[src/rtl/rgmii_mac_rx_if.sv]
// Receive byte stream from the RGMII MAC towards the packet parsers.
// master = MAC side (drives the stream), slave = parser side.
interface rgmii_mac_rx_if;
    logic [7:0] mac_rx_data_o;
    logic       mac_rx_valid_o;
    logic       mac_rx_sof_o;
    logic       mac_rx_eof_o;
    logic       mac_rx_fr_good_o;
    logic       mac_rx_fr_err_o;

    modport master (
        output mac_rx_data_o, mac_rx_valid_o, mac_rx_sof_o, mac_rx_eof_o,
               mac_rx_fr_good_o, mac_rx_fr_err_o
    );
    modport slave (
        input  mac_rx_data_o, mac_rx_valid_o, mac_rx_sof_o, mac_rx_eof_o,
               mac_rx_fr_good_o, mac_rx_fr_err_o
    );
endinterface

[src/rtl/rgmii_mac_rx.sv]
// RGMII receive MAC: DDR capture, preamble/SFD strip, CRC/RX_ER/length checks.
// MAC_RX_FCS_STRIP_EN: hold back the 4 FCS bytes through a delay line.
module rgmii_mac_rx (
    input  logic           phy_rxc,
    input  logic           rst_n,
    input  logic [3:0]     phy_rxd,
    input  logic           phy_rx_ctl,
    rgmii_mac_rx_if.master rx,
    output logic           mac_rx_clk_o,
    output logic [3:0]     status_o
);
    typedef enum logic [1:0] {IDLE, PREAMBLE, DATA, DROP} state_t;

    localparam logic [7:0]  PRE_BYTE    = 8'h55;
    localparam logic [7:0]  SFD_BYTE    = 8'hD5;
    localparam logic [31:0] CRC_INIT    = 32'hFFFF_FFFF;
    localparam logic [31:0] CRC_POLY    = 32'hEDB8_8320;
    localparam logic [31:0] CRC_RESIDUE = 32'hDEBB_20E3;
    localparam logic [10:0] LEN_MIN     = 11'd64;
    localparam logic [10:0] LEN_MAX     = 11'd1522;
    localparam logic [10:0] LEN_SAT     = 11'h7FF;

    function automatic logic [31:0] crc_byte(input logic [31:0] c, input logic [7:0] d);
        logic [31:0] r;
        r = c ^ {24'h0, d};
        for (int i = 0; i < 8; i++)
            r = r[0] ? ((r >> 1) ^ CRC_POLY) : (r >> 1);
        return r;
    endfunction

    assign mac_rx_clk_o = phy_rxc;

    // DDR capture: low nibble + dv on the rising edge, high nibble + ctl on the falling edge
    logic [3:0] lo_r, hi_f;
    logic       dv_r, ctl_f;

    always_ff @(posedge phy_rxc or negedge rst_n) begin
        if (!rst_n) begin
            lo_r <= '0;
            dv_r <= 1'b0;
        end else begin
            lo_r <= phy_rxd;
            dv_r <= phy_rx_ctl;
        end
    end

    always_ff @(negedge phy_rxc or negedge rst_n) begin
        if (!rst_n) begin
            hi_f  <= '0;
            ctl_f <= 1'b0;
        end else begin
            hi_f  <= phy_rxd;
            ctl_f <= phy_rx_ctl;
        end
    end

    logic [7:0] b_data;
    logic       b_dv, b_er;

    always_ff @(posedge phy_rxc or negedge rst_n) begin
        if (!rst_n) begin
            b_data <= '0;
            b_dv   <= 1'b0;
            b_er   <= 1'b0;
        end else begin
            b_data <= {hi_f, lo_r};
            b_dv   <= dv_r;
            b_er   <= dv_r ^ ctl_f;
        end
    end

    state_t      state, state_n;
    logic [31:0] crc, crc_n;
    logic [10:0] len, len_n;
    logic        er_seen, er_seen_n;
    logic        st_crc, st_crc_n, st_er, st_er_n, st_fr, st_fr_n;
    logic [7:0]  data_q, data_n;
    logic        valid_q, valid_n, sof_q, sof_n, eof_q, eof_n;
    logic        good_q, good_n, err_q, err_n;
    logic        start, last_byte, crc_ok, len_ok;
`ifdef MAC_RX_FCS_STRIP_EN
    logic [3:0][7:0] dly, dly_n;
`endif

    // dv_r already holds the next byte's dv, so the current byte is known to be last
    assign last_byte = b_dv & ~dv_r;
    assign crc_ok    = (crc == CRC_RESIDUE);
    assign len_ok    = (len >= LEN_MIN) && (len <= LEN_MAX);

    always_comb begin
        state_n   = state;
        crc_n     = crc;
        len_n     = len;
        er_seen_n = er_seen;
        st_crc_n  = st_crc;
        st_er_n   = st_er;
        st_fr_n   = st_fr;
        data_n    = 8'h00;
        valid_n   = 1'b0;
        sof_n     = 1'b0;
        eof_n     = 1'b0;
        good_n    = 1'b0;
        err_n     = 1'b0;
        start     = 1'b0;
`ifdef MAC_RX_FCS_STRIP_EN
        dly_n     = dly;
`endif
        case (state)
            IDLE: begin
                if (b_dv) begin
                    if (b_data == PRE_BYTE)      state_n = PREAMBLE;
                    else if (b_data == SFD_BYTE) start   = 1'b1;
                    else                         state_n = DROP;
                end
            end
            PREAMBLE: begin
                if (!b_dv) begin
                    state_n = IDLE;
                end else if (b_data == SFD_BYTE) begin
                    start = 1'b1;
                end else if (b_data != PRE_BYTE) begin
                    state_n = DROP;
                    st_fr_n = 1'b1;
                end
            end
            DATA: begin
                if (b_dv) begin
                    crc_n = crc_byte(crc, b_data);
                    if (len != LEN_SAT) len_n = len + 11'd1;
                    if (b_er) begin
                        er_seen_n = 1'b1;
                        st_er_n   = 1'b1;
                    end
`ifdef MAC_RX_FCS_STRIP_EN
                    dly_n = {dly[2:0], b_data};
                    if (len >= 11'd4) begin
                        valid_n = 1'b1;
                        data_n  = dly[3];
                        sof_n   = (len == 11'd4);
                        eof_n   = last_byte;
                    end
`else
                    valid_n = 1'b1;
                    data_n  = b_data;
                    sof_n   = (len == 11'd0);
                    eof_n   = last_byte;
`endif
                end else begin
                    state_n = IDLE;
                    if (crc_ok && !er_seen && len_ok) begin
                        good_n = 1'b1;
                    end else begin
                        err_n = 1'b1;
                        if (!crc_ok) st_crc_n = 1'b1;
                        if (!len_ok) st_fr_n  = 1'b1;
                    end
                end
            end
            DROP: begin
                if (!b_dv) state_n = IDLE;
            end
            default: state_n = IDLE;
        endcase

        if (start) begin
            state_n   = DATA;
            crc_n     = CRC_INIT;
            len_n     = '0;
            er_seen_n = 1'b0;
        end
    end

    always_ff @(posedge phy_rxc or negedge rst_n) begin
        if (!rst_n) begin
            state   <= IDLE;
            crc     <= CRC_INIT;
            len     <= '0;
            er_seen <= 1'b0;
            st_crc  <= 1'b0;
            st_er   <= 1'b0;
            st_fr   <= 1'b0;
            data_q  <= '0;
            valid_q <= 1'b0;
            sof_q   <= 1'b0;
            eof_q   <= 1'b0;
            good_q  <= 1'b0;
            err_q   <= 1'b0;
        end else begin
            state   <= state_n;
            crc     <= crc_n;
            len     <= len_n;
            er_seen <= er_seen_n;
            st_crc  <= st_crc_n;
            st_er   <= st_er_n;
            st_fr   <= st_fr_n;
            data_q  <= data_n;
            valid_q <= valid_n;
            sof_q   <= sof_n;
            eof_q   <= eof_n;
            good_q  <= good_n;
            err_q   <= err_n;
        end
    end

`ifdef MAC_RX_FCS_STRIP_EN
    always_ff @(posedge phy_rxc or negedge rst_n) begin
        if (!rst_n) dly <= '0;
        else        dly <= dly_n;
    end
`endif

    assign rx.mac_rx_data_o    = data_q;
    assign rx.mac_rx_valid_o   = valid_q;
    assign rx.mac_rx_sof_o     = sof_q;
    assign rx.mac_rx_eof_o     = eof_q;
    assign rx.mac_rx_fr_good_o = good_q;
    assign rx.mac_rx_fr_err_o  = err_q;
    assign status_o            = {st_fr, st_er, st_crc, state == DATA};
endmodule

[src/flat_wrapper.sv]
// flat-port wrapper written by rule: the top's interface ports become plain ports
module rgmii_mac_rx_flat 
  (phy_rxc, rst_n, phy_rxd, phy_rx_ctl, mac_rx_clk_o, status_o, rx_mac_rx_data_o, rx_mac_rx_valid_o, rx_mac_rx_sof_o, rx_mac_rx_eof_o, rx_mac_rx_fr_good_o, rx_mac_rx_fr_err_o);
  rgmii_mac_rx_if rx_i ();
  input  logic phy_rxc;
  input  logic rst_n;
  input  logic [3:0] phy_rxd;
  input  logic phy_rx_ctl;
  output logic mac_rx_clk_o;
  output logic [3:0] status_o;
  output wire logic [$bits(rx_i.mac_rx_data_o)-1:0] rx_mac_rx_data_o;
  output wire logic [$bits(rx_i.mac_rx_valid_o)-1:0] rx_mac_rx_valid_o;
  output wire logic [$bits(rx_i.mac_rx_sof_o)-1:0] rx_mac_rx_sof_o;
  output wire logic [$bits(rx_i.mac_rx_eof_o)-1:0] rx_mac_rx_eof_o;
  output wire logic [$bits(rx_i.mac_rx_fr_good_o)-1:0] rx_mac_rx_fr_good_o;
  output wire logic [$bits(rx_i.mac_rx_fr_err_o)-1:0] rx_mac_rx_fr_err_o;
  assign rx_mac_rx_data_o = rx_i.mac_rx_data_o;
  assign rx_mac_rx_valid_o = rx_i.mac_rx_valid_o;
  assign rx_mac_rx_sof_o = rx_i.mac_rx_sof_o;
  assign rx_mac_rx_eof_o = rx_i.mac_rx_eof_o;
  assign rx_mac_rx_fr_good_o = rx_i.mac_rx_fr_good_o;
  assign rx_mac_rx_fr_err_o = rx_i.mac_rx_fr_err_o;
  rgmii_mac_rx u_core (.phy_rxc(phy_rxc), .rst_n(rst_n), .phy_rxd(phy_rxd), .phy_rx_ctl(phy_rx_ctl), .rx(rx_i), .mac_rx_clk_o(mac_rx_clk_o), .status_o(status_o));
endmodule
[config.mk]
export PLATFORM = sky130hd
export DESIGN_NAME = rgmii_mac_rx_flat
export DESIGN_NICKNAME = d
export VERILOG_FILES = /design/src/rtl/rgmii_mac_rx_if.sv /design/src/rtl/rgmii_mac_rx.sv /design/src/flat_wrapper.sv
export SDC_FILE = /design/constraint.sdc
export NUM_CORES = 1
export LEC_CHECK = 0
export CORE_UTILIZATION = 53
export CTS_BUF_LIST = sky130_fd_sc_hd__clkbuf_2
export DETAILED_ROUTE_END_ITERATION = 8
export DONT_BUFFER_PORTS = 1
export PLACE_DENSITY = 0.68
export SLEW_MARGIN = 20
export SYNTH_ARGS = -nofsm -noshare
export SYNTH_HDL_FRONTEND = slang
export SYNTH_SLANG_ARGS = --single-unit
export TNS_END_PERCENT = 30
[constraint.sdc]
create_clock -name phy_rxc -period 2.7 [get_ports phy_rxc]
set_input_delay 0.54 -clock phy_rxc [delete_from_list [all_inputs] [get_ports phy_rxc]]
set_output_delay 0.54 -clock phy_rxc [all_outputs]
set_load 0.05 [all_outputs]
==> impl_results.md, run 1 <==
* Max cap viols at 0
* Share of layout cells above drive strength 1 at 20.8%
* Slew HR at 56.5%
* Synth cell types at 45
* Synth Register Bits at 82
* Initial antenna violation count at 0
* Die width at 89.2 um
* Post-Synth Adder-Cell Area at 0.932%
* Boundary Pins at 25
* Final hold viol count at 0
* Reg-to-reg slack, setup at 0.49 ns
* Multiplexer share of the synthesized area at 0%
* Root buffer cell: clkbuf_2
* Yosys top cell area share at 28.0%
* Synth Area in Compound Gates at 9.47%
* Setup ws final at 0.492 ns
* Layout area overhead at 8.29%
* Final period utilization at 81.8%
* Grt total ovfl at 0
* Capturing point of the worst reg2reg path: u_core.len[1]$_DFFE_PN0P_
* Longest Clk Path Bufs at 2
* Cell Rows at 31
* Clock Latency Late Sink at 0.51 ns
* Vias/cell at 5.57
* TritonRoute pass-1 iters at 4
* Power per Cell Area at 1310 nW/um^2
* EDFF count, synth at 0
* Max-slew violation total from the final report at 0
* Port-buffer cells at 0
* Syn Std Cell Area at 4030 sq um
* H-tree depth at 3
* Initial Util at 55.3%
* Vias in the first global route at 2,627
* Avg WL per Cell at 16.5 um
* DIE HEIGHT at 89.2 um
* DRC at 0
* Largest family of logic cells by synthesized area: XOR/XNOR gates
* Leak at 1.76 nW
* Worst path arrival time at 2.62 ns
* R2r startpoint: u_core.b_data[6]$_DFF_PN0_
* TritonCTS Buffers at 9
* Full die area at 7950 sq um
* WHS Endpoint: u_core.b_data[1]$_DFF_PN0_
* Fin area at 4360 sq um
* Hold depth at 0
* Synth Instances at 351
* GRT Resource Usage Total at 22.3%
* Outcome: finished clean
* Kind of critical path: reg -> reg
* Antenna cells at 0
* Final Setup Violations at 0
* Gpl congestion at 0.851
* Synth Area in XOR/XNOR at 21.2%
* Yosys Warn Count at 0
* Pin count of the biggest net entering global routing at 78
* Pre-CTS setup slack at 0.527 ns
* Initial DRC count at 203
* Syn_area_per_cell at 11.5 sq um
* Final nets at 371
* Via count at 2,591
* Worst vdd ir at 0.000456 V
* HP Class: reg -> reg
* Least-Margin Pin Slew at 0.652 ns
* Routed WL at 7690 um
* R2R depth at 5
* Fmax at 453 MHz
* Synth Area in Simple Gates at 13.6%
* Minimum clock period at 2.21 ns
* CTS tree: done
* First-pass GRT wire length at 13,000 um
* Crit Path Max Fanout at 33
* Synth async-reset ratio at 100%
* Area contributors post-synth: dfrtp_1 (28%), dfstp_2 (21%), xnor2_1 (8.0%)
* Top_reg_cell synth: dfrtp_1
* WP data required at 3.11 ns
* DP Area at 4140 sq um
* CP Capture Type: register
* Syn_nets at 361
* Post-route clock skew at 0.0815 ns
* CP Launch Type: register
* Unrepaired setup endpoints after global routing: no
* Hold_ws at 0.384 ns
* CORE AREA at 7290 sq um
* Clk pin slew, worst setup/hold paths at 0.21 ns
* Antenna viol nets, final at 0
* Synth area leader: dfrtp_1
* Fin Setup TNS at 0 ns
* Hold Crit Start: u_core.lo_r[1]$_DFF_PN0_
* Sequential share of the synthesized area at 51.9%
* Clock sinks at 82
* Final HPWL DP at 5170 um
## per-layer routing
layer  track usage, %  part of all wire [%]
met5                0                     0
met1             30.9                    47
met3             6.00                   4.6
met4             6.35                   1.8
met2             34.9                    47
## registers in the layout, indices dropped and copies added, names as in the netlist, 2 cells and up
signal and flops:
u_core.len 11, u_core.rx.mac_rx_data_o 8, u_core.state 2, u_core.crc 32
u_core.hi_f 4, u_core.b_data 8, u_core.lo_r 4
## worst max path at each step
stage,from,end,slack (ns),cells after the start
floorplan,phy_rxc,mac_rx_clk_o,0.64,1
global placement,u_core.b_data[5]$_DFF_PN0_,u_core.len[1]$_DFFE_PN0P_,0.55,5
detailed placement,u_core.b_data[5]$_DFF_PN0_,u_core.len[1]$_DFFE_PN0P_,0.53,5
CTS,u_core.b_data[6]$_DFF_PN0_,u_core.len[1]$_DFFE_PN0P_,0.48,5
global route,u_core.b_data[6]$_DFF_PN0_,u_core.len[0]$_DFFE_PN0P_,0.31,5
finish,u_core.b_data[6]$_DFF_PN0_,u_core.len[1]$_DFFE_PN0P_,0.49,5
## per-stage QoR
step / power (mW) / cells / utilization, %
final: 5.73 / 465 / 59.8
after global routing: 6.13 / 465 / 59.8
after CTS: 5.77 / 465 / 59.8
after detailed placement: 4.99 / 442 / 56.7
after global placement: 4.95 / 442 / 56.7
after floorplan: 4.46 / 351 / -
## cell type report
cell class	instances	area, sq um
inverter	8	30.0
clock buffer	12	60.1
sequential	82	2090
multi-input combinational	244	1820
clock inverter	4	77.6
fill	635	2930
timing repair buffer	16	155
tap	99	124
## kinds of logic after synthesis
family | Yosys count
compound gates | 55
fa+ha+maj | 3
buf+inv | 25
xor+xnor | 76
flops | 82
simple gates | 110
## report_power, final
part / internal [mW] / total, mW / switching [mW]
Combinational: 1.48 / 2.94 / 1.46
Sequential: 1.69 / 2.06 / 0.375
Clock: 0.322 / 0.728 / 0.406
Total: 3.49 / 5.73 / 2.24
## cells in the mapped netlist (2+ instances only)
master,n
nor2_1,18
or4b_2,2
o221ai_1,2
nand2_1,40
xnor2_1,37
xnor2_4,7
a21o_1,2
dfstp_2,32
a211oi_1,2
dfrtp_1,45
nand3_1,7
and2_1,9
or3_1,2
dfrtn_1,5
buf_4,4
inv_1,8
nor3_1,10
nand4_1,3
o211ai_1,28
xor2_1,25
or2_2,2
buf_2,3
clkbuf_1,10
nor2b_1,2
a21oi_1,7
ha_1,3
o21ai_0,5
o22ai_1,2
nand4b_1,4
a31oi_1,2
nor4_1,5
xnor2_2,5
## critical path: stages, from the launching register on
cell,delay (ns)
dfrtp_1,0.50
nand4b_1,0.14
or4b_1,0.59
or2_2,0.60
nand3_1,0.17
o21ai_0,0.08
## layout by cell type, fill, tap and decap left out, types with 3 or more instances in the layout
cell type / instances
xnor2_4: 7
nand4b_1: 4
nor4_1: 5
and2_1: 9
nand4_1: 3
nand2_1: 40
xor2_1: 25
xnor2_2: 5
xnor2_1: 37
nand3_1: 7
dfrtp_1: 45
buf_4: 9
clkbuf_2: 12
o211ai_1: 28
ha_1: 3
a21oi_1: 7
dfrtn_1: 5
nor3_1: 10
nor2_1: 18
o21ai_0: 5
dlygate4sd3_1: 6
inv_1: 8
dfstp_2: 32
## what timing repair did
action	4_1_cts	5_1_grt
setup endpoints to repair	0	0
hold endpoints to repair	82	0
setup buffers	0	0
resized for setup	0	0
hold buffers	7	0
(Power assumes the default switching activity.)
==> run 2, diff against run 1 <==
--- a/config.mk
+++ b/config.mk
@@ -9,7 +9,7 @@
 export CTS_BUF_LIST = sky130_fd_sc_hd__clkbuf_2
 export DETAILED_ROUTE_END_ITERATION = 8
 export DONT_BUFFER_PORTS = 1
-export PLACE_DENSITY = 0.68
+export PLACE_DENSITY = 0.71
 export SLEW_MARGIN = 20
 export SYNTH_ARGS = -nofsm -noshare
 export SYNTH_HDL_FRONTEND = slang
==> constraint.sdc (replaced) <==
create_clock -name phy_rxc -period 1.8 [get_ports phy_rxc]
set_input_delay 0.36 -clock phy_rxc [delete_from_list [all_inputs] [get_ports phy_rxc]]
set_output_delay 0.36 -clock phy_rxc [all_outputs]
set_load 0.05 [all_outputs]
==> impl_results.md, run 2 (synthesis gave the netlist of run 1 again) <==
* Outcome: finished, violations left
* Failing checks: setup timing
* Busiest grt layer: met2
* Commonest cells after routing, fill and taps aside: buf_4 (42), nand2_1 (40), dfrtp_1 (40), xnor2_1 (37), dfstp_2 (32)
* Max-slew violation total from the final report at 0
* Met1 Use GR at 33.2%
* TritonCTS Buffers at 9
* Final hold viol count at 0
* Initial antenna violation count at 0
* Final nets at 414
* Die width at 89.2 um
* Grt total ovfl at 0
* Slew HR at 62.1%
* Commonest non-fill, non-tap cell in the layout: buf_4
* H-tree depth at 3
* DRC at 0
* CORE AREA at 7290 sq um
* Post-route clock skew at 0.112 ns
* Routed WL at 9110 um
* Root buffer cell: clkbuf_2
* Reg-to-reg slack, setup at -0.10 ns
* Clk pin slew, worst setup/hold paths at 0.29 ns
* Fmax at 525 MHz
* # placed instances at 475
* Clock sinks at 82
* Share of layout cells above drive strength 1 at 33.5%
* Port-buffer cells at 0
* Vias in the first global route at 2,705
* Initial Util at 55.3%
* Met2 Use GR at 38.7%
* CP Capture Type: register
* Minimum clock period at 1.90 ns
* Antenna cells at 0
* Clock Latency Late Sink at 0.56 ns
* Cell Rows at 31
* Kind of critical path: reg -> reg
* WP data required at 2.28 ns
* First-pass GRT wire length at 13,800 um
* Capturing point of the worst reg2reg path: u_core.crc[15]$_DFFE_PN1P_
* Boundary Pins at 25
* Leak at 1.99 nW
* Fin area at 4850 sq um
* Hold_ws at 0.274 ns
* DIE HEIGHT at 89.2 um
* DP Area at 4410 sq um
* Antenna viol nets, final at 0
* Power per Cell Area at 2000 nW/um^2
* Final period utilization at 106%
* R2R depth at 5
* Final cell count without fillers at 508
* Met3 Track Usage GR at 4.89%
* Final HPWL DP at 5650 um
* Gpl congestion at 0.870
* Least-Margin Pin Slew at 0.568 ns
* CTS tree: done
* Full die area at 7950 sq um
* Top Registers: u_core.crc: 32 flops, u_core.len: 11 flops
* Pin count of the biggest net entering global routing at 83
* Unrepaired setup endpoints after global routing: yes
* Worst vdd ir at 0.000938 V
* Via count at 2,779
* Longest Clk Path Bufs at 2
* Max cap viols at 0
* Layout area overhead at 20.4%
* Largest Register: u_core.crc
* GRT Resource Usage Total at 23.9%
* TritonRoute pass-1 iters at 4
* Crit Path Max Fanout at 9
* Avg WL per Cell at 17.9 um
* Setup ws final at -0.103 ns
* HP Class: in -> async
* Final Setup Violations at 44
* R2r startpoint: u_core.b_data[5]$_DFF_PN0_
* Fill count at 561
* Max reg flops at 32
* Worst path arrival time at 2.38 ns
* Initial DRC count at 159
* Vias/cell at 5.47
* CP Launch Type: register
* Fin Setup TNS at -2.35 ns
-- run 2: cell types whose count changed in the layout (fill, tap and decap cells not counted), sizes merged --
cell / previous run / this run
inv: 8 / 12
or2: 2 / 3
clkbuf: 12 / 9
bufinv: 2 / 0
clkinvlp: 0 / 1
buf: 10 / 52
-- run 2: power breakdown --
part | internal, mW | total (mW) | switching (mW) | leakage (nW)
Combinational | 2.98 | 5.62 | 2.65 | 0.965
Sequential | 2.53 | 3.08 | 0.550 | 0.948
Clock | 0.240 | 1.02 | 0.775 | 0.0756
-- run 2: layout make-up --
class                           instances  area [sq um]  area share [%]
Sequential cell                        82          2100            43.2
Multi-Input combinational cell        245          1960            40.4
Timing Repair Buffer                   58           515            10.6
Tap cell                               99           124            2.55
Clock inverter                          7          76.3            1.57
Clock buffer                            9          45.0           0.928
Inverter                                8          33.8           0.696
-- run 2: worst max path at each step --
stage / to / depth (start not counted) / start / slack (ns)
final: u_core.crc[15]$_DFFE_PN1P_ / 5 / u_core.b_data[5]$_DFF_PN0_ / -0.10
after global routing: u_core.crc[15]$_DFFE_PN1P_ / 5 / u_core.b_data[5]$_DFF_PN0_ / -0.16
after CTS: u_core.rx.mac_rx_fr_good_o$_DFF_PN0_ / 5 / u_core.crc[13]$_DFFE_PN1P_ / -0.07
after detailed placement: u_core.rx.mac_rx_fr_good_o$_DFF_PN0_ / 5 / u_core.crc[13]$_DFFE_PN1P_ / -0.1
after global placement: u_core.rx.mac_rx_fr_good_o$_DFF_PN0_ / 5 / u_core.crc[13]$_DFFE_PN1P_ / -0.09
after floorplan: u_core.rx.mac_rx_fr_good_o$_DFF_PN0_ / 5 / u_core.crc[13]$_DFFE_PN1P_ / -0.006
-- run 2: critical path: stages, from the launching register on --
cell and delay [ns]:
dfrtp_1 0.45, nand4b_1 0.19, or4b_4 0.60, or2_4 0.31, buf_12 0.16, o211ai_1 0.09
-- run 2: what timing repair did --
action                                  4_1_cts  5_1_grt
cloned                                        2        1
pin swaps                                     8        8
endpoints found under the setup margin       36       49
hold buffers                                  5        2
setup buffers                                 3        5
resized for setup                            16       14
hold endpoints to repair                     82       77
-- run 2: routing by layer --
layer	vias up	share of wire (%)	wire length [um]
met5	-	0	0
met4	0	1.3	122
met3	11	3.1	284
met2	47	51	4610
met1	1414	45	4090
li1	1307	-	-
-- run 2: stage by stage --
stage | setup slack, ns | power, mW | utilization (%)
after CTS | -0.0670 | 9.42 | 64.4
after global placement | -0.0881 | 8.13 | 60.5
final | -0.103 | 9.72 | 66.5
after floorplan | -0.00591 | 6.69 | -
after detailed placement | -0.0976 | 8.19 | 60.5
after global routing | -0.159 | 10.3 | 66.5
==> run 3, diff against run 2 <==
--- a/config.mk
+++ b/config.mk
@@ -9,7 +9,7 @@
 export CTS_BUF_LIST = sky130_fd_sc_hd__clkbuf_2
 export DETAILED_ROUTE_END_ITERATION = 8
 export DONT_BUFFER_PORTS = 1
-export PLACE_DENSITY = 0.71
+export PLACE_DENSITY = 0.68
 export SLEW_MARGIN = 20
 export SYNTH_ARGS = -nofsm -noshare
 export SYNTH_HDL_FRONTEND = slang
==> constraint.sdc (replaced) <==
create_clock -name phy_rxc -period 2.4 [get_ports phy_rxc]
set_input_delay 0.48 -clock phy_rxc [delete_from_list [all_inputs] [get_ports phy_rxc]]
set_output_delay 0.48 -clock phy_rxc [all_outputs]
set_load 0.05 [all_outputs]
==> impl_results.md, run 3 (synthesis gave the netlist of run 1 again) <==
* Share of layout cells above drive strength 1 at 21.2%
* Cell Rows at 31
* Max-slew violation total from the final report at 0
* Hold_ws at 0.380 ns
* H-tree depth at 3
* First-pass GRT wire length at 13,600 um
* CP Launch Type: register
* Commonest non-fill, non-tap cell in the layout: dfrtp_1
* Antenna cells at 0
* CORE AREA at 7290 sq um
* Fin area at 4390 sq um
* Worst vdd ir at 0.000588 V
* Port-buffer cells at 0
* CTS resizes at 0
* Initial DRC count at 146
* Largest Register: u_core.crc
* Gpl congestion at 0.825
* Commonest cells after routing, fill and taps aside: dfrtp_1 (45), nand2_1 (40), xnor2_1 (37), dfstp_2 (32), o211ai_1 (28)
* DRC at 0
* CP Capture Type: register
* Pre-CTS setup slack at 0.329 ns
* Clock sinks at 82
* Crit Path Max Fanout at 3
* HP Class: reg -> reg
* Pin count of the biggest net entering global routing at 78
* Full die area at 7950 sq um
* Leak at 1.77 nW
* Least-Margin Pin Slew at 0.581 ns
* Root buffer cell: clkbuf_2
* Clk pin slew, worst setup/hold paths at 0.25 ns
* Grt total ovfl at 0
* Outcome: finished clean
* Vias in the first global route at 2,692
* Unrepaired setup endpoints after global routing: no
* Final nets at 373
* WP data required at 2.91 ns
* GRT Resource Usage Total at 23.5%
* Layout area overhead at 9.01%
* CTS tree: done
* Avg WL per Cell at 16.8 um
* Max reg flops at 32
* Routed WL at 7840 um
* Fin Setup TNS at 0 ns
* Minimum clock period at 2.10 ns
* Post-route clock skew at 0.0837 ns
* TritonCTS Buffers at 9
* Initial antenna violation count at 0
* # placed instances at 444
* Power consumption at 6.55 mW
* Fmax at 477 MHz
* Final period utilization at 87.4%
* TritonRoute pass-1 iters at 4
* Kind of critical path: reg -> reg
* Die width at 89.2 um
* Layout Utilization at 60.2%
* Final HPWL DP at 5190 um
* DP Area at 4150 sq um
* Power per Cell Area at 1490 nW/um^2
* Antenna viol nets, final at 0
* Initial Util at 55.3%
* Slew HR at 61.0%
* Final hold viol count at 0
* Longest Clk Path Bufs at 2
* Boundary Pins at 25
* Top Registers: u_core.crc: 32 flops, u_core.len: 11 flops
* Setup ws final at 0.303 ns
* DIE HEIGHT at 89.2 um
* Final cell count without fillers at 467
* Worst path arrival time at 2.61 ns
* Max cap viols at 0
* Clock Latency Late Sink at 0.53 ns
* Final Setup Violations at 0
* Fill count at 634
* Via count at 2,560
* Vias/cell at 5.48
run 3: what timing repair did:
action / 4_1_cts / 5_1_grt
buffers inserted: 0 / 0
hold buffers: 7 / 0
endpoints found under the hold margin: 82 / 0
run 3: critical path: stages, from the launching register on:
cell	delay, ns
dfstp_2	0.61
or4b_2	0.61
nor4_1	0.30
nand3_1	0.18
nor3_1	0.21
and2_1	0.16
run 3: final cells by class:
class | instances | area [sq um] | share of cell area (%)
Clock buffer | 9 | 45.0 | 1.03
Clock inverter | 7 | 106 | 2.42
Inverter | 8 | 30.0 | 0.684
Multi-Input combinational cell | 244 | 1820 | 41.5
Sequential cell | 82 | 2090 | 47.6
Tap cell | 99 | 124 | 2.82
Timing Repair Buffer | 18 | 170 | 3.87
run 3: final timing paths:
check,slack [ns],start,end,cells after the start
min in group asynchronous,0.47,rst_n,u_core.rx.mac_rx_data_o[7]$_DFF_PN0_,2
hold reg to reg,0.38,u_core.lo_r[0]$_DFF_PN0_,u_core.b_data[0]$_DFF_PN0_,0
setup / recovery,0.30,u_core.crc[13]$_DFFE_PN1P_,u_core.rx.mac_rx_fr_good_o$_DFF_PN0_,5
hold / removal,0.38,u_core.lo_r[0]$_DFF_PN0_,u_core.b_data[0]$_DFF_PN0_,0
max in group asynchronous,1.53,rst_n,u_core.hi_f[1]$_DFF_NN0_,0
setup reg to reg,0.30,u_core.crc[13]$_DFFE_PN1P_,u_core.rx.mac_rx_fr_good_o$_DFF_PN0_,5
run 3: metal layers:
layer / up-vias / track usage [%] / share of wire [%]
met4: 0 / 6.20 / 1.2
met2: 43 / 38.0 / 50
li1: 1227 / - / -
met5: - / 0 / 0
met1: 1281 / 31.3 / 45
met3: 9 / 6.65 / 3.4
run 3: report_power, final:
part / switching [mW] / leakage (nW) / total, mW / internal (mW)
Sequential: 0.427 / 0.953 / 2.33 / 1.90
Clock: 0.515 / 0.0894 / 0.882 / 0.366
Combinational: 1.66 / 0.730 / 3.34 / 1.67
==> patch 1 (config.mk and constraints of run 3) <==
`b_data` no longer has a reset.
--- a/src/rtl/rgmii_mac_rx.sv
+++ b/src/rtl/rgmii_mac_rx.sv
@@ -60,12 +60,14 @@
     always_ff @(posedge phy_rxc or negedge rst_n) begin
         if (!rst_n) begin
-            b_data <= '0;
             b_dv   <= 1'b0;
             b_er   <= 1'b0;
         end else begin
-            b_data <= {hi_f, lo_r};
             b_dv   <= dv_r;
             b_er   <= dv_r ^ ctl_f;
         end
+    end
+
+    always_ff @(posedge phy_rxc) begin
+        b_data <= {hi_f, lo_r};
     end
 
Check against the original RTL: not checked (the comparison handles one clock edge and no latches or derived clocks); the edit may change what the design does.
==> patch 1 against run 3 <==
Total power down 3.1%. Fmax down 6.3%. Non-clock buffer count decreased by 5. Combinational power decreased by 2%. Synthesized cell count did not move. Routed wire length down 3.8%. Synthesized area down 0.99%. Sequential cell count unchanged. Cell area down 2.4%. Largest cell class unchanged. Die area fell by 0.96%. Highest routed layer unchanged. Sequential power barely moved. Worst hold slack got worse by 6.3 ps. Worst setup slack got worse by 140 ps.
==> patch 1: results (changes against run 3) <==
======================================================================================
Gp weighted congestion                                                           0.853   +3.4%
Worst rel slew slack                                                             0.571   -0.0390
Post-cts gate resize count                                                           0   unchanged
First-iteration detailed-routing DRC count                                         177   +21%
Clock transition at the registers of the reported paths                         230 ps   -20 ps
Static leakage                                                                 1.71 nW   -3.4%
Cell family with the largest share of critical-path delay                 simple AND/OR/NAND/NOR gates
Peak fanout along the critical path                                                 33   +30
Maximum level of the CTS H-tree                                                      3   unchanged
Top_reg_cell synth                                                             dfrtp_1
Ranking of synthesized cells by instance count                            nand2_1, dfrtp_1, xnor2_1
Buffer levels on the longest clock path                                              2   unchanged
Synthesis warning total                                                              0   unchanged
Worst Path Arrival                                                             2680 ps   +70 ps
Dpl ws                                                                          240 ps   -88.9 ps
Largest vdd supply drop                                                         594 uV   +1.1%
Mapped Avg Cell Area                                                        11.4 sq um   -0.99%
Port buffer count                                                                    0   unchanged
Top flop regs                                                             u_core.crc (32), u_core.len (11)
Fill cell count                                                                    611   -3.6%
Global-route wire length before repair                                         12.9 mm   -5.1%
Hold buffer count at cts                                                             7   unchanged
Cells taking the most area after synthesis                                dfrtp_1, dfstp_2, xnor2_1
Pin count of the biggest net entering global routing                                70   -10%
# Post-CTS Setup Buffers                                                             0   unchanged
Number of nets in the final layout                                                 368   -1.3%
Final hold viol count                                                                0   unchanged
Post-route insts no fill                                                           462   -1.1%
Async SR Flop Fraction                                                           0.902   -0.0976
Later-pin clock latency in the skew report                                      540 ps
Tot GR Track Use                                                                 0.224   -0.0107
CP max stage delay                                                              600 ps
Clock buffer count from CTS                                                          9   unchanged
Total inserted antenna cells                                                         0   unchanged
Placeable core area                                                         7250 sq um   -0.53%
Worst-path cell with the longest stage delay                                     or2_2
Layout cells sized above 1                                                       0.201   -0.0109
Final setup skew                                                               87.5 ps   +3.80 ps
Cell count after placement                                                         439   -1.1%
Aggregate routed wire length                                                   7.54 mm   -3.8%
Class of the tightest hold or removal check                                    reg2reg
Post-Syn Nets                                                                      361   unchanged
Number of distinct standard cells referenced by the synthesized netlist             46   +2.2%
Via count of the first global-routing pass                                       2,532   -5.9%
Share of synthesized area occupied by flip-flops and latches                     0.514   -0.00483
Detail Placement HPWL                                                          5.08 mm   -2.1%
Detailed-routing iteration count for the pre-antenna-repair pass                     4   unchanged
Avg Vias per Cell                                                                 5.42   -1.2%
Status                                                                    finished, final reports clean
Clock tree root driver cell                                                   clkbuf_2
Initial antenna violation count                                                      0   unchanged
======================================================================================
## patch 1: final timing paths
kind | startpoint | endpoint | slack, ps | depth (start not counted)
setup / recovery | u_core.b_data[0] | u_core.len[0] | 160 | 5
hold / removal | u_core.lo_r[2] | u_core.b_data[2] | 370 | 0
setup reg to reg | u_core.b_data[0] | u_core.len[0] | 160 | 5
hold reg to reg | u_core.lo_r[2] | u_core.b_data[2] | 370 | 0
max in group asynchronous | rst_n | u_core.hi_f[1] | 1530 | 0
min in group asynchronous | rst_n | u_core.rx.mac_rx_data_o[4] | 470 | 2
## patch 1: logic make-up (layout without fill, tap and decap cells)
family | Yosys count | count (layout) | share of synthesized area
simple gates | 110 | 110 | 0.138
flops | 82 | 82 | 0.514
xor+xnor | 76 | 76 | 0.215
compound gates | 55 | 55 | 0.0957
buf+inv | 25 | 37 | 0.0282
fa+ha+maj | 3 | 3 | 0.00941
## patch 1: final cells by class
class / count / area (sq um) / area share
Clock buffer: 9 / 45.0 / 0.0105
Clock inverter: 7 / 77.6 / 0.0181
Timing Repair Buffer: 13 / 133 / 0.0309
Tap cell: 99 / 124 / 0.0289
Multi-Input combinational cell: 244 / 1820 / 0.426
Sequential cell: 82 / 2050 / 0.479
Inverter: 8 / 30.0 / 0.00701
## patch 1: power breakdown
| part | switching, mW | leakage [nW] | internal, mW |
|---|---|---|---|
| Combinational | 1.63 | 0.706 | 1.63 |
| Clock | 0.500 | 0.0782 | 0.253 |
| Sequential | 0.433 | 0.927 | 1.90 |
| Total | 2.56 | 1.71 | 3.78 |
## patch 1: per-stage QoR
step	hold slack, ps	area (sq um)
2_1_floorplan	184	3990
3_3_place_gp	186	4080
3_5_place_dp	186	4080
4_1_cts	375	4290
5_1_grt	387	4290
6_report	373	4290
## patch 1: worst register-to-register path, delay by kind of cell, from the launching register on
kind,cells,cell delay [ps]
simple gates,4,1540
flops,1,500
compound gates,1,100
## patch 1: metal layers
| layer | up-vias | global-route usage | share of wire |
|---|---|---|---|
| met5 | - | 0 | 0 |
| met4 | 0 | 0.0762 | 0.015 |
| met3 | 13 | 0.0560 | 0.031 |
| met2 | 33 | 0.352 | 0.47 |
| met1 | 1244 | 0.304 | 0.49 |
| li1 | 1213 | - | - |
==> patch 2 (flow settings as in run 3) <==
Made on the original files. Add a define of `MAC_RX_FCS_STRIP_EN`.
--- a/src/rtl/rgmii_mac_rx.sv
+++ b/src/rtl/rgmii_mac_rx.sv
@@ -1,4 +1,6 @@
 // RGMII receive MAC: DDR capture, preamble/SFD strip, CRC/RX_ER/length checks.
 // MAC_RX_FCS_STRIP_EN: hold back the 4 FCS bytes through a delay line.
+`define MAC_RX_FCS_STRIP_EN
+
 module rgmii_mac_rx (
     input  logic           phy_rxc,
Check against the original RTL: not checked (the comparison handles one clock edge and no latches or derived clocks); the edit may change what the design does.
==> patch 2 against run 3 <==
Critical path depth did not move. Largest cell class unchanged. Cell area rose by 24%. Combinational power rose by 4%. Worst setup slack got worse by 150 ps. Via count rose by 23%. Total power rose by 21%. Sequential power rose by 32%. Routed wire length rose by 19%. Clock skew rose by 12 ps. The run now ends with hold timing left. Count of clock-buffer cells in the layout rose by 9. Sequential share of layout area rose by 5.4 points. Sequential cell count rose by 32. Synthesized area rose by 24%.
==> patch 2: results (changes against run 3) <==
===============================================================================
Status                                                             finished with violations
Violated checks                                                     hold timing
Initial antenna violation count                                               1   +1
Count of mapped cells out of synthesis                                      454   +29%
Met3 usage                                                               0.0541   -0.0124
Layout cells sized above 1                                                0.173   -0.0387
CP max stage delay                                                       650 ps   +40 ps
Worst-path cell with the longest stage delay                            xnor2_1
Maximum level of the CTS H-tree                                               4   +1
Wire length per cell after detailed routing                        15.7 microns   -6.2%
Largest vdd supply drop                                                 1030 uV   +75%
Number of nets in the final layout                                          475   +27%
Avg Vias per Cell                                                          5.31   -3.1%
Cell count after placement                                                  553   +25%
Final setup skew                                                        96.0 ps   +12.3 ps
Worst Tran Pin Value                                                     760 ps   +179 ps
Fill cell count                                                             771   +22%
Ranking of synthesized cells by instance count                     nand2_1, dfrtp_1, xnor2_1
Clock transition at the registers of the reported paths                  210 ps   -40 ps
Start of the worst register-to-register path                       u_core.crc[0]
Detailed route wirelength on metal2                                     4.35 mm   +11%
Wire length the detailed router placed on met1                          4.33 mm   +22%
Tot GR Track Use                                                          0.217   -0.0173
Static leakage                                                          2.42 nW   +37%
Detail Placement HPWL                                                   5.99 mm   +15%
Post-Syn Nets                                                               463   +28%
Detailed-routing iteration count for the pre-antenna-repair pass              5   +1
Final hold viol count                                                       109   +109
Worst-case hold slack                                                   -537 ps   -917 ps
Share of synthesized area occupied by flip-flops and latches              0.579   +0.0595
Post-synthesis adder-cell area fraction                                 0.00501   -0.00431
Clock buffer count from CTS                                                  17   +8
Later-pin clock latency in the skew report                               650 ps   +120 ps
Class of the tightest hold or removal check                            in2async
Worst Path Arrival                                                      2860 ps   +250 ps
Via count of the first global-routing pass                                3,166   +18%
Top flop regs                                                      u_core.crc (32), u_core.dly (32), u_core.len (11)
Gp weighted congestion                                                    0.861   +4.4%
Area share of xor/xnor cells in the synthesized design                    0.158   -0.0542
Global-route wire length before repair                                  15.9 mm   +18%
===============================================================================
[patch 2: power breakdown]
group	total [mW]	internal, mW	switching (mW)
registers	3.07	2.58	0.493
logic	3.46	1.77	1.69
clock network	1.38	0.600	0.781
total	7.91	4.95	2.96
[patch 2: final cells by class]
class,count,share of cell area
Clock buffer,18,0.0165
Inverter,7,0.00482
Tap cell,111,0.0255
Sequential cell,114,0.531
Timing Repair Buffer,16,0.0243
Antenna cell,1,0.000459
Clock inverter,14,0.0328
Multi-Input combinational cell,310,0.365
[patch 2: through the flow]
stage / instance area, sq um / hold WS, ps / worst slack (ps) / total power, mW / utilization
global placement: 5130 / 187 / 245 / 6.48 / 0.558
finish: 5450 / -537 / 158 / 7.91 / 0.593
CTS: 5450 / -575 / 167 / 7.95 / 0.592
global route: 5450 / -619 / 34.5 / 8.39 / 0.593
detailed placement: 5130 / 187 / 200 / 6.53 / 0.558
floorplan: 5000 / 184 / 388 / 5.91 / -
